--- src/rtl/sar_pkg.sv ---
// ============================================================================
// Module      : sar_pkg
// Description : Shared types and helpers for the sar_search controller.
// Revision    : 1.0 - initial release
// ============================================================================
`default_nettype none

package sar_pkg;

    typedef enum logic [1:0] {
        IDLE    = 2'd0,
        COMPARE = 2'd1,
        DONE    = 2'd2
    } sar_state_e;

    // Binary search over 2**n values needs at most n+1 probes.
    function automatic int max_steps(input int n);
        return n + 1;
    endfunction

endpackage

`default_nettype wire

--- src/rtl/sar_search.sv ---
// ============================================================================
// Module      : sar_search
// Description : Successive-approximation search driving an external magnitude
//               comparator; optional one-hot flag check via SAR_ONEHOT_CHECK_EN.
// Revision    : 1.0 - initial release
// ============================================================================
`default_nettype none

module sar_search
    import sar_pkg::*;
#(
    parameter int N = 4
)
(
    input  logic         clk,
    input  logic         rst,
    input  logic         start,
    input  logic         cmp_lt,
    input  logic         cmp_eq,
    input  logic         cmp_gt,
    output logic [N-1:0] trial,
    output logic         busy,
    output logic         done,
    output logic         found,
    output logic [N-1:0] result
`ifdef SAR_ONEHOT_CHECK_EN
    ,
    output logic         cmp_err
`endif
);

    localparam int         MAX_STEPS = max_steps(N);
    localparam int         SW        = $clog2(MAX_STEPS + 1);
    localparam logic [N:0] HI_INIT   = {1'b0, {N{1'b1}}};
    localparam logic [N-1:0] TRIAL_INIT = N'((2**N - 1) / 2);
    localparam logic [N-1:0] TRIAL_MAX  = {N{1'b1}};

    sar_state_e    state_q, state_d;
    logic [N:0]    lo_q, lo_d;
    logic [N:0]    hi_q, hi_d;
    logic [SW-1:0] steps_q, steps_d;
    logic [N-1:0]  trial_q, trial_d;
    logic          busy_q, busy_d;
    logic          done_q, done_d;
    logic          found_q, found_d;
    logic [N-1:0]  result_q, result_d;
`ifdef SAR_ONEHOT_CHECK_EN
    logic          err_q, err_d;
`endif

    logic [N:0]    w_trial_ext;
    logic [N:0]    w_sum;
    logic          w_none;
    logic          w_gt_path;
    logic          w_hit;
    logic          w_miss;

    assign w_trial_ext = {1'b0, trial_q};
    assign w_none      = !cmp_lt && !cmp_eq && !cmp_gt;
    // With eq and lt already ruled out, a missing flag falls into the gt path.
    assign w_gt_path   = cmp_gt || w_none;

    always_comb begin
        state_d  = state_q;
        lo_d     = lo_q;
        hi_d     = hi_q;
        steps_d  = steps_q;
        trial_d  = trial_q;
        busy_d   = busy_q;
        done_d   = done_q;
        found_d  = found_q;
        result_d = result_q;
`ifdef SAR_ONEHOT_CHECK_EN
        err_d    = err_q;
`endif
        w_sum    = '0;
        w_hit    = 1'b0;
        w_miss   = 1'b0;

        case (state_q)
            IDLE, DONE: begin
                if (start) begin
                    state_d  = COMPARE;
                    lo_d     = '0;
                    hi_d     = HI_INIT;
                    trial_d  = TRIAL_INIT;
                    steps_d  = '0;
                    busy_d   = 1'b1;
                    done_d   = 1'b0;
                    found_d  = 1'b0;
                    result_d = '0;
`ifdef SAR_ONEHOT_CHECK_EN
                    err_d    = 1'b0;
`endif
                end
            end

            COMPARE: begin
`ifdef SAR_ONEHOT_CHECK_EN
                if ({cmp_lt, cmp_eq, cmp_gt} != 3'b100 &&
                    {cmp_lt, cmp_eq, cmp_gt} != 3'b010 &&
                    {cmp_lt, cmp_eq, cmp_gt} != 3'b001) begin
                    err_d  = 1'b1;
                    w_miss = 1'b1;
                end else
`endif
                if (cmp_eq) begin
                    w_hit = 1'b1;
                end else if (cmp_lt) begin
                    if (trial_q == TRIAL_MAX) begin
                        w_miss = 1'b1;
                    end else begin
                        lo_d = w_trial_ext + 1'b1;
                    end
                end else if (w_gt_path) begin
                    if (trial_q == '0) begin
                        w_miss = 1'b1;
                    end else begin
                        hi_d = w_trial_ext - 1'b1;
                    end
                end

                if (!w_hit && !w_miss &&
                    ((lo_d > hi_d) || ((steps_q + 1'b1) == SW'(MAX_STEPS)))) begin
                    w_miss = 1'b1;
                end

                steps_d = steps_q + 1'b1;
                // Sum is N+1 bits wide so lo+hi never wraps.
                w_sum   = lo_d + hi_d;

                if (w_hit || w_miss) begin
                    state_d  = DONE;
                    busy_d   = 1'b0;
                    done_d   = 1'b1;
                    found_d  = w_hit;
                    result_d = w_hit ? trial_q : '0;
                end else begin
                    trial_d  = w_sum[N:1];
                end
            end

            default: begin
                state_d = IDLE;
            end
        endcase
    end

    always_ff @(posedge clk) begin
        if (rst) begin
            state_q  <= IDLE;
            lo_q     <= '0;
            hi_q     <= '0;
            steps_q  <= '0;
            trial_q  <= '0;
            busy_q   <= 1'b0;
            done_q   <= 1'b0;
            found_q  <= 1'b0;
            result_q <= '0;
`ifdef SAR_ONEHOT_CHECK_EN
            err_q    <= 1'b0;
`endif
        end else begin
            state_q  <= state_d;
            lo_q     <= lo_d;
            hi_q     <= hi_d;
            steps_q  <= steps_d;
            trial_q  <= trial_d;
            busy_q   <= busy_d;
            done_q   <= done_d;
            found_q  <= found_d;
            result_q <= result_d;
`ifdef SAR_ONEHOT_CHECK_EN
            err_q    <= err_d;
`endif
        end
    end

    assign trial  = trial_q;
    assign busy   = busy_q;
    assign done   = done_q;
    assign found  = found_q;
    assign result = result_q;
`ifdef SAR_ONEHOT_CHECK_EN
    assign cmp_err = err_q;
`endif

endmodule

`default_nettype wire

--- config.mk ---
export PLATFORM = sky130hd
export DESIGN_NAME = sar_search
export DESIGN_NICKNAME = d
export VERILOG_FILES = /design/src/rtl/sar_pkg.sv /design/src/rtl/sar_search.sv
export SDC_FILE = /design/constraint.sdc
export NUM_CORES = 1
export LEC_CHECK = 0
export CORE_MARGIN = 8
export CORE_UTILIZATION = 41
export DETAILED_ROUTE_END_ITERATION = 7
export PLACE_DENSITY = 0.71
export SLEW_MARGIN = 20
export SYNTH_ARGS = -nofsm -noshare
export SYNTH_HDL_FRONTEND = slang
export SYNTH_SLANG_ARGS = --single-unit
--- constraint.sdc ---
create_clock -name clk -period 3.8 [get_ports clk]
set_clock_uncertainty 0.1 [all_clocks]
set_input_delay 0.76 -clock clk [delete_from_list [all_inputs] [get_ports clk]]
set_output_delay 0.76 -clock clk [all_outputs]
set_load 0.05 [all_outputs]
==> results of run 1 <==
synth_stat cells (2+ instances only):
cell	instances
sky130_fd_sc_hd__a22oi_1	5
sky130_fd_sc_hd__mux2i_1	8
sky130_fd_sc_hd__o21ai_0	6
sky130_fd_sc_hd__nand2_1	16
sky130_fd_sc_hd__o211a_1	3
sky130_fd_sc_hd__nand2b_1	3
sky130_fd_sc_hd__a21oi_1	9
sky130_fd_sc_hd__inv_1	14
sky130_fd_sc_hd__clkbuf_1	4
sky130_fd_sc_hd__buf_2	2
sky130_fd_sc_hd__nand4_1	2
sky130_fd_sc_hd__nand3_1	2
sky130_fd_sc_hd__dfxtp_1	26
sky130_fd_sc_hd__mux2_2	2
sky130_fd_sc_hd__o22ai_1	2
sky130_fd_sc_hd__o21a_1	3
sky130_fd_sc_hd__nor2_1	20
sky130_fd_sc_hd__ha_1	13
sky130_fd_sc_hd__nor2b_1	7
sky130_fd_sc_hd__a211oi_1	2
sky130_fd_sc_hd__xnor2_1	6
sky130_fd_sc_hd__nor3_1	2
cell usage in the layout (no fill, tap or decap), types with 2 or more instances in the layout:
| cell type | netlist | routed |
|---|---|---|
| sky130_fd_sc_hd__buf_4 | 0 | 22 |
| sky130_fd_sc_hd__clkdlybuf4s50_1 | 0 | 15 |
| sky130_fd_sc_hd__nor2_1 | 20 | 20 |
| sky130_fd_sc_hd__nand2b_1 | 3 | 3 |
| sky130_fd_sc_hd__mux2_2 | 2 | 2 |
| sky130_fd_sc_hd__ha_1 | 13 | 13 |
| sky130_fd_sc_hd__nand2_1 | 16 | 16 |
| sky130_fd_sc_hd__inv_1 | 14 | 14 |
| sky130_fd_sc_hd__o21ai_0 | 6 | 6 |
| sky130_fd_sc_hd__dfxtp_1 | 26 | 26 |
| sky130_fd_sc_hd__nor2b_1 | 7 | 7 |
| sky130_fd_sc_hd__a22oi_1 | 5 | 5 |
| sky130_fd_sc_hd__mux2i_1 | 8 | 8 |
| sky130_fd_sc_hd__o22ai_1 | 2 | 2 |
| sky130_fd_sc_hd__a211oi_1 | 2 | 2 |
| sky130_fd_sc_hd__nand3_1 | 2 | 2 |
| sky130_fd_sc_hd__a21oi_1 | 9 | 9 |
| sky130_fd_sc_hd__o211a_1 | 3 | 3 |
| sky130_fd_sc_hd__nor3_1 | 2 | 2 |
| sky130_fd_sc_hd__xnor2_1 | 6 | 6 |
| sky130_fd_sc_hd__nand4_1 | 2 | 2 |
| sky130_fd_sc_hd__clkbuf_8 | 0 | 3 |
| sky130_fd_sc_hd__o21a_1 | 3 | 3 |
path summary, 6_finish.rpt:
check                        start                     end  slack, ns
min           lo_q[4]$_SDFFE_PP0P_    lo_q[4]$_SDFFE_PP0P_       0.35
min reg2reg   lo_q[4]$_SDFFE_PP0P_    lo_q[4]$_SDFFE_PP0P_       0.35
max                         cmp_eq  result[0]$_SDFFE_PP0P_       0.28
max reg2reg  trial[0]$_SDFFE_PP0P_  result[0]$_SDFFE_PP0P_       0.40
state kept, by name, indices dropped and copies added, names as in the netlist:
signal and flops:
hi_q 5, trial 4, result 4, found 1, lo_q 5, busy 1
done 1, steps_q 3, state_q 2
per-stage QoR:
step / hold slack [ns] / setup slack (ns) / power [mW] / cell area (um2)
2_1_floorplan: 0.325 / 0.108 / 0.473 / 1530
3_3_place_gp: 0.330 / -0.0205 / 0.557 / 1880
3_5_place_dp: 0.341 / -0.0166 / 0.561 / 1880
4_1_cts: 0.355 / 0.272 / 0.797 / 1950
5_1_grt: 0.373 / 0.101 / 0.829 / 1950
6_report: 0.355 / 0.282 / 0.787 / 1950
per-layer routing:
metal / share of wire (%) / GRT usage (%) / vias up / wire, um
li1: - / - / 675 / -
met1: 48 / 15.5 / 597 / 1680
met2: 45 / 20.5 / 34 / 1590
met3: 6.1 / 3.73 / 5 / 213
met4: 0.57 / 2.26 / 0 / 20
met5: 0 / 0 / - / 0
power groups by stage:
stage | clock [mW] | sequential (mW) | combinational, mW
after CTS | 0.239 | 0.305 | 0.252
after global routing | 0.247 | 0.308 | 0.274
after global placement | 0 | 0.311 | 0.247
after floorplan | 0 | 0.332 | 0.141
final | 0.232 | 0.305 | 0.250
after detailed placement | 0 | 0.311 | 0.250
final cells by class:
| class | instances | share of cell area, % |
|---|---|---|
| Timing Repair Buffer | 37 | 16.1 |
| Sequential cell | 26 | 26.6 |
| Tap cell | 48 | 3.07 |
| Inverter | 14 | 2.69 |
| Clock inverter | 1 | 1.54 |
| Clock buffer | 3 | 2.11 |
| Multi-Input combinational cell | 129 | 47.8 |
worst reg2reg max path, delay by kind of cell, from the launching register on:
kind | cells | cell delay [ns]
simple gates | 2 | 0.68
fa+ha+maj | 2 | 0.57
mux | 1 | 0.24
buf+inv | 2 | 0.21
flops | 1 | 0.48
compound gates | 4 | 1.07
cells by family (layout without fill, tap and decap cells):
| kind of cell | count (synthesis) | in the layout |
|---|---|---|
| fa+ha+maj | 14 | 14 |
| buf+inv | 20 | 55 |
| compound gates | 41 | 41 |
| xor+xnor | 7 | 7 |
| flops | 26 | 26 |
| simple gates | 56 | 56 |
| mux | 11 | 11 |
==> reports/summary.md, run 1 <==
The flow ran to the end, and the final reports show no timing, DRC or antenna violations. The die is 77.1 um wide. The synthesized-area fraction occupied by ao, oa, aoi and oai cells was 19.8%; the maximum clock frequency was 284 MHz. Synthesis instantiated 40 different standard cells from the library.

The floorplan die height was 77.1 um. Row generation in the floorplan step produced 22 rows. Counting the fill cells in the layout gives 335.

Synthesis inferred 26 register bits. The switching share of power is 31.3%. The clock drives 26 sinks. The proportion of register bits with asynchronous set or reset after synthesis is 0%, and the number of buffers added for setup after CTS is 0. For the count of endpoints failing hold in the final timing report, the log shows 0. The mean number of vias per cell came out at 5.08. Across the run, the number of max-cap violations was 0.

The fraction of synthesized area in multiplexers is 7.68%. For the pin with the worst max-slew slack, the measured transition is 0.590 ns. The share of total power dissipated in the clock network is 29.5%. The number of pins exceeding their max-slew limit in the final report is 0.

The total area inside the core boundary comes to 0.00363 mm2. For this run, the number of standard cells in the final layout without fillers is 258. After synthesis, the largest family of logic cells by area is compound AO/OA/AOI/OAI gates. TritonCTS created 3 clock buffers. After clock tree synthesis, the flow added hold-fix buffers numbering 0.

The iteration count of the initial detailed-routing pass came out at 4. The setup TNS came out at 0 ns. The largest net degree at the start of global routing was 19; the register area was 520 um2. The run gives 60.5% as the worst-case headroom to the max-slew limit. Setup repair after global routing left no endpoint under its margin. The worst hold path cell count was 1; the number of global-route vias before repair was 1257. The final critical path time including I/O delays and setup is 3.52 ns. In the synthesized netlist the dominant register cell turns out to be sky130_fd_sc_hd__dfxtp_1. The signal on the critical path passes through clkdlybuf4s50_1, nand2b_1, a31o_2, mux2i_1, inv_1, ha_1, or4b_4, nor2_1, a21oi_4, o21ai_4, mux2i_1. The clock passes through at most 2 buffers.

Across the VDD grid, the largest voltage drop is 0.295 mV. The adder-cell share of the synthesized area is 11.9%, and the sum of routed wire length over all layers is 3.51 mm. The worst setup path is launched from an input port. The count of input and output buffers was 15; the power density of the placed cells was 403 mW/mm2. Summed over all layers, the global routing overflow is 0. The area of the multi-input gates was 933 um2; the number of synthesized flops with an enable pin was 0.

For this block, the via count after detailed routing is 1311. The run gives 65 as the number of violations reported at the end of detailed-routing iteration 0. The repair_antennas step left the layout with diodes totalling 0.

For this run, the slowest stage of the critical path takes 0.54 ns. The cell with the largest stage delay on the worst path was sky130_fd_sc_hd__or4b_4. The initial utilization of the core area, before any placement, comes to 42.1%. The run gives 0 as the DRC violation count after routing. The synthesized netlist devotes 17.6% of its cell area to simple gates. The worst register-to-register path has a depth of 11. The tools report the total global routing track utilization as 12.4%.

The share of Yosys cell area claimed by the top area cell type was 34.0%. Share of the core filled with cells in the final layout: 53.8%. STA classifies the critical path endpoint as a flop. Summed over all instances, the cell type with the most area after synthesis is sky130_fd_sc_hd__dfxtp_1. Relative to the synthesized area, the layout overhead comes to 27.5%.

The total die area is 0.00595 mm2, and the internal power of the cells is 541 uW. The first global-routing pass estimated 6.07 mm of wire. The worst setup path is of the in -> reg kind.

Clock latency on the worst-skew pair, taken at its later pin, is 0.28 ns. Dividing the final minimum period by the clock period gives 92.6%. The cell count after synthesis was 175. The final layout contains 231 nets. In this design, the largest share of critical-path delay is due to simple AND/OR/NAND/NOR gates. The synthesized netlist devotes 4.00% of its cell area to XOR and XNOR gates.

The placer's final routability congestion estimate came out at 0.851. Synthesized area per cell: 8.75 um2. Sorting the synthesized cells by area gives the leading types as sky130_fd_sc_hd__dfxtp_1 (34%), sky130_fd_sc_hd__ha_1 (11%), sky130_fd_sc_hd__mux2i_1 (5.2%).

TritonCTS built the clock tree. The type of the most critical hold path is reg -> reg. When the netlist entered floorplanning its net count stood at 195. The required time at the endpoint of the critical path was 3.91 ns; the share of post-route cells with drive strength above 1 was 16.7%. The clock-pin slew on the worst setup and hold paths is 0.09 ns. In this run, flip-flops and latches consume 38.8% of the power.

The total of warnings raised by yosys is 0, and the switching component of the power is 247 uW. The run gives 0 as the remaining antenna violation count after routing. In this run the clock root is driven by a sky130_fd_sc_hd__clkbuf_8. The H-tree level count is 1. In this run the worst path has a maximum fanout of 8.

Arrival time at the worst endpoint: 3.63 ns. The wire length per cell after detailed routing is 13.6 um, and the total I/O pin count is 17. The number of antenna violations at the first check in global routing is 0, and the number of cells on the critical path is 11.

The logs give 0.873 nW for the leakage power summed over all cells and 2.71 mm for the HPWL after detailed placement. The number of buffers and inverters on the critical path works out to 2. Post-CTS repair changed the size of 0 cells. Including well taps, the total number of placed cells is 254. The combinational share of power was 31.8%; the cell area after synthesis was 0.00153 mm2. Setup violations remaining at the end of the flow were counted as 0.

Among the stages of the critical path, the cell type that occurs most often is sky130_fd_sc_hd__mux2i_1. Sequential cells were found to cover 34.0% of the synthesized design area.
Power figures use the tool's default switching activity.
==> run 2, diff against run 1 <==
--- a/config.mk
+++ b/config.mk
@@ -8,6 +8,7 @@
 export CORE_MARGIN = 8
 export CORE_UTILIZATION = 41
 export DETAILED_ROUTE_END_ITERATION = 7
+export GPL_ROUTABILITY_DRIVEN = 0
 export PLACE_DENSITY = 0.71
 export SLEW_MARGIN = 20
 export SYNTH_ARGS = -nofsm -noshare
==> results of run 2 <==
No change in the layout: final DEF, timing and power equal those of run 1.
==> run 3, diff against run 2 <==
--- a/config.mk
+++ b/config.mk
@@ -9,6 +9,7 @@
 export CORE_UTILIZATION = 41
 export DETAILED_ROUTE_END_ITERATION = 7
 export GPL_ROUTABILITY_DRIVEN = 0
+export HOLD_SLACK_MARGIN = 0.03
 export PLACE_DENSITY = 0.71
 export SLEW_MARGIN = 20
 export SYNTH_ARGS = -nofsm -noshare
==> results of run 3 <==
No change in the layout: final DEF, timing and power equal those of run 1.
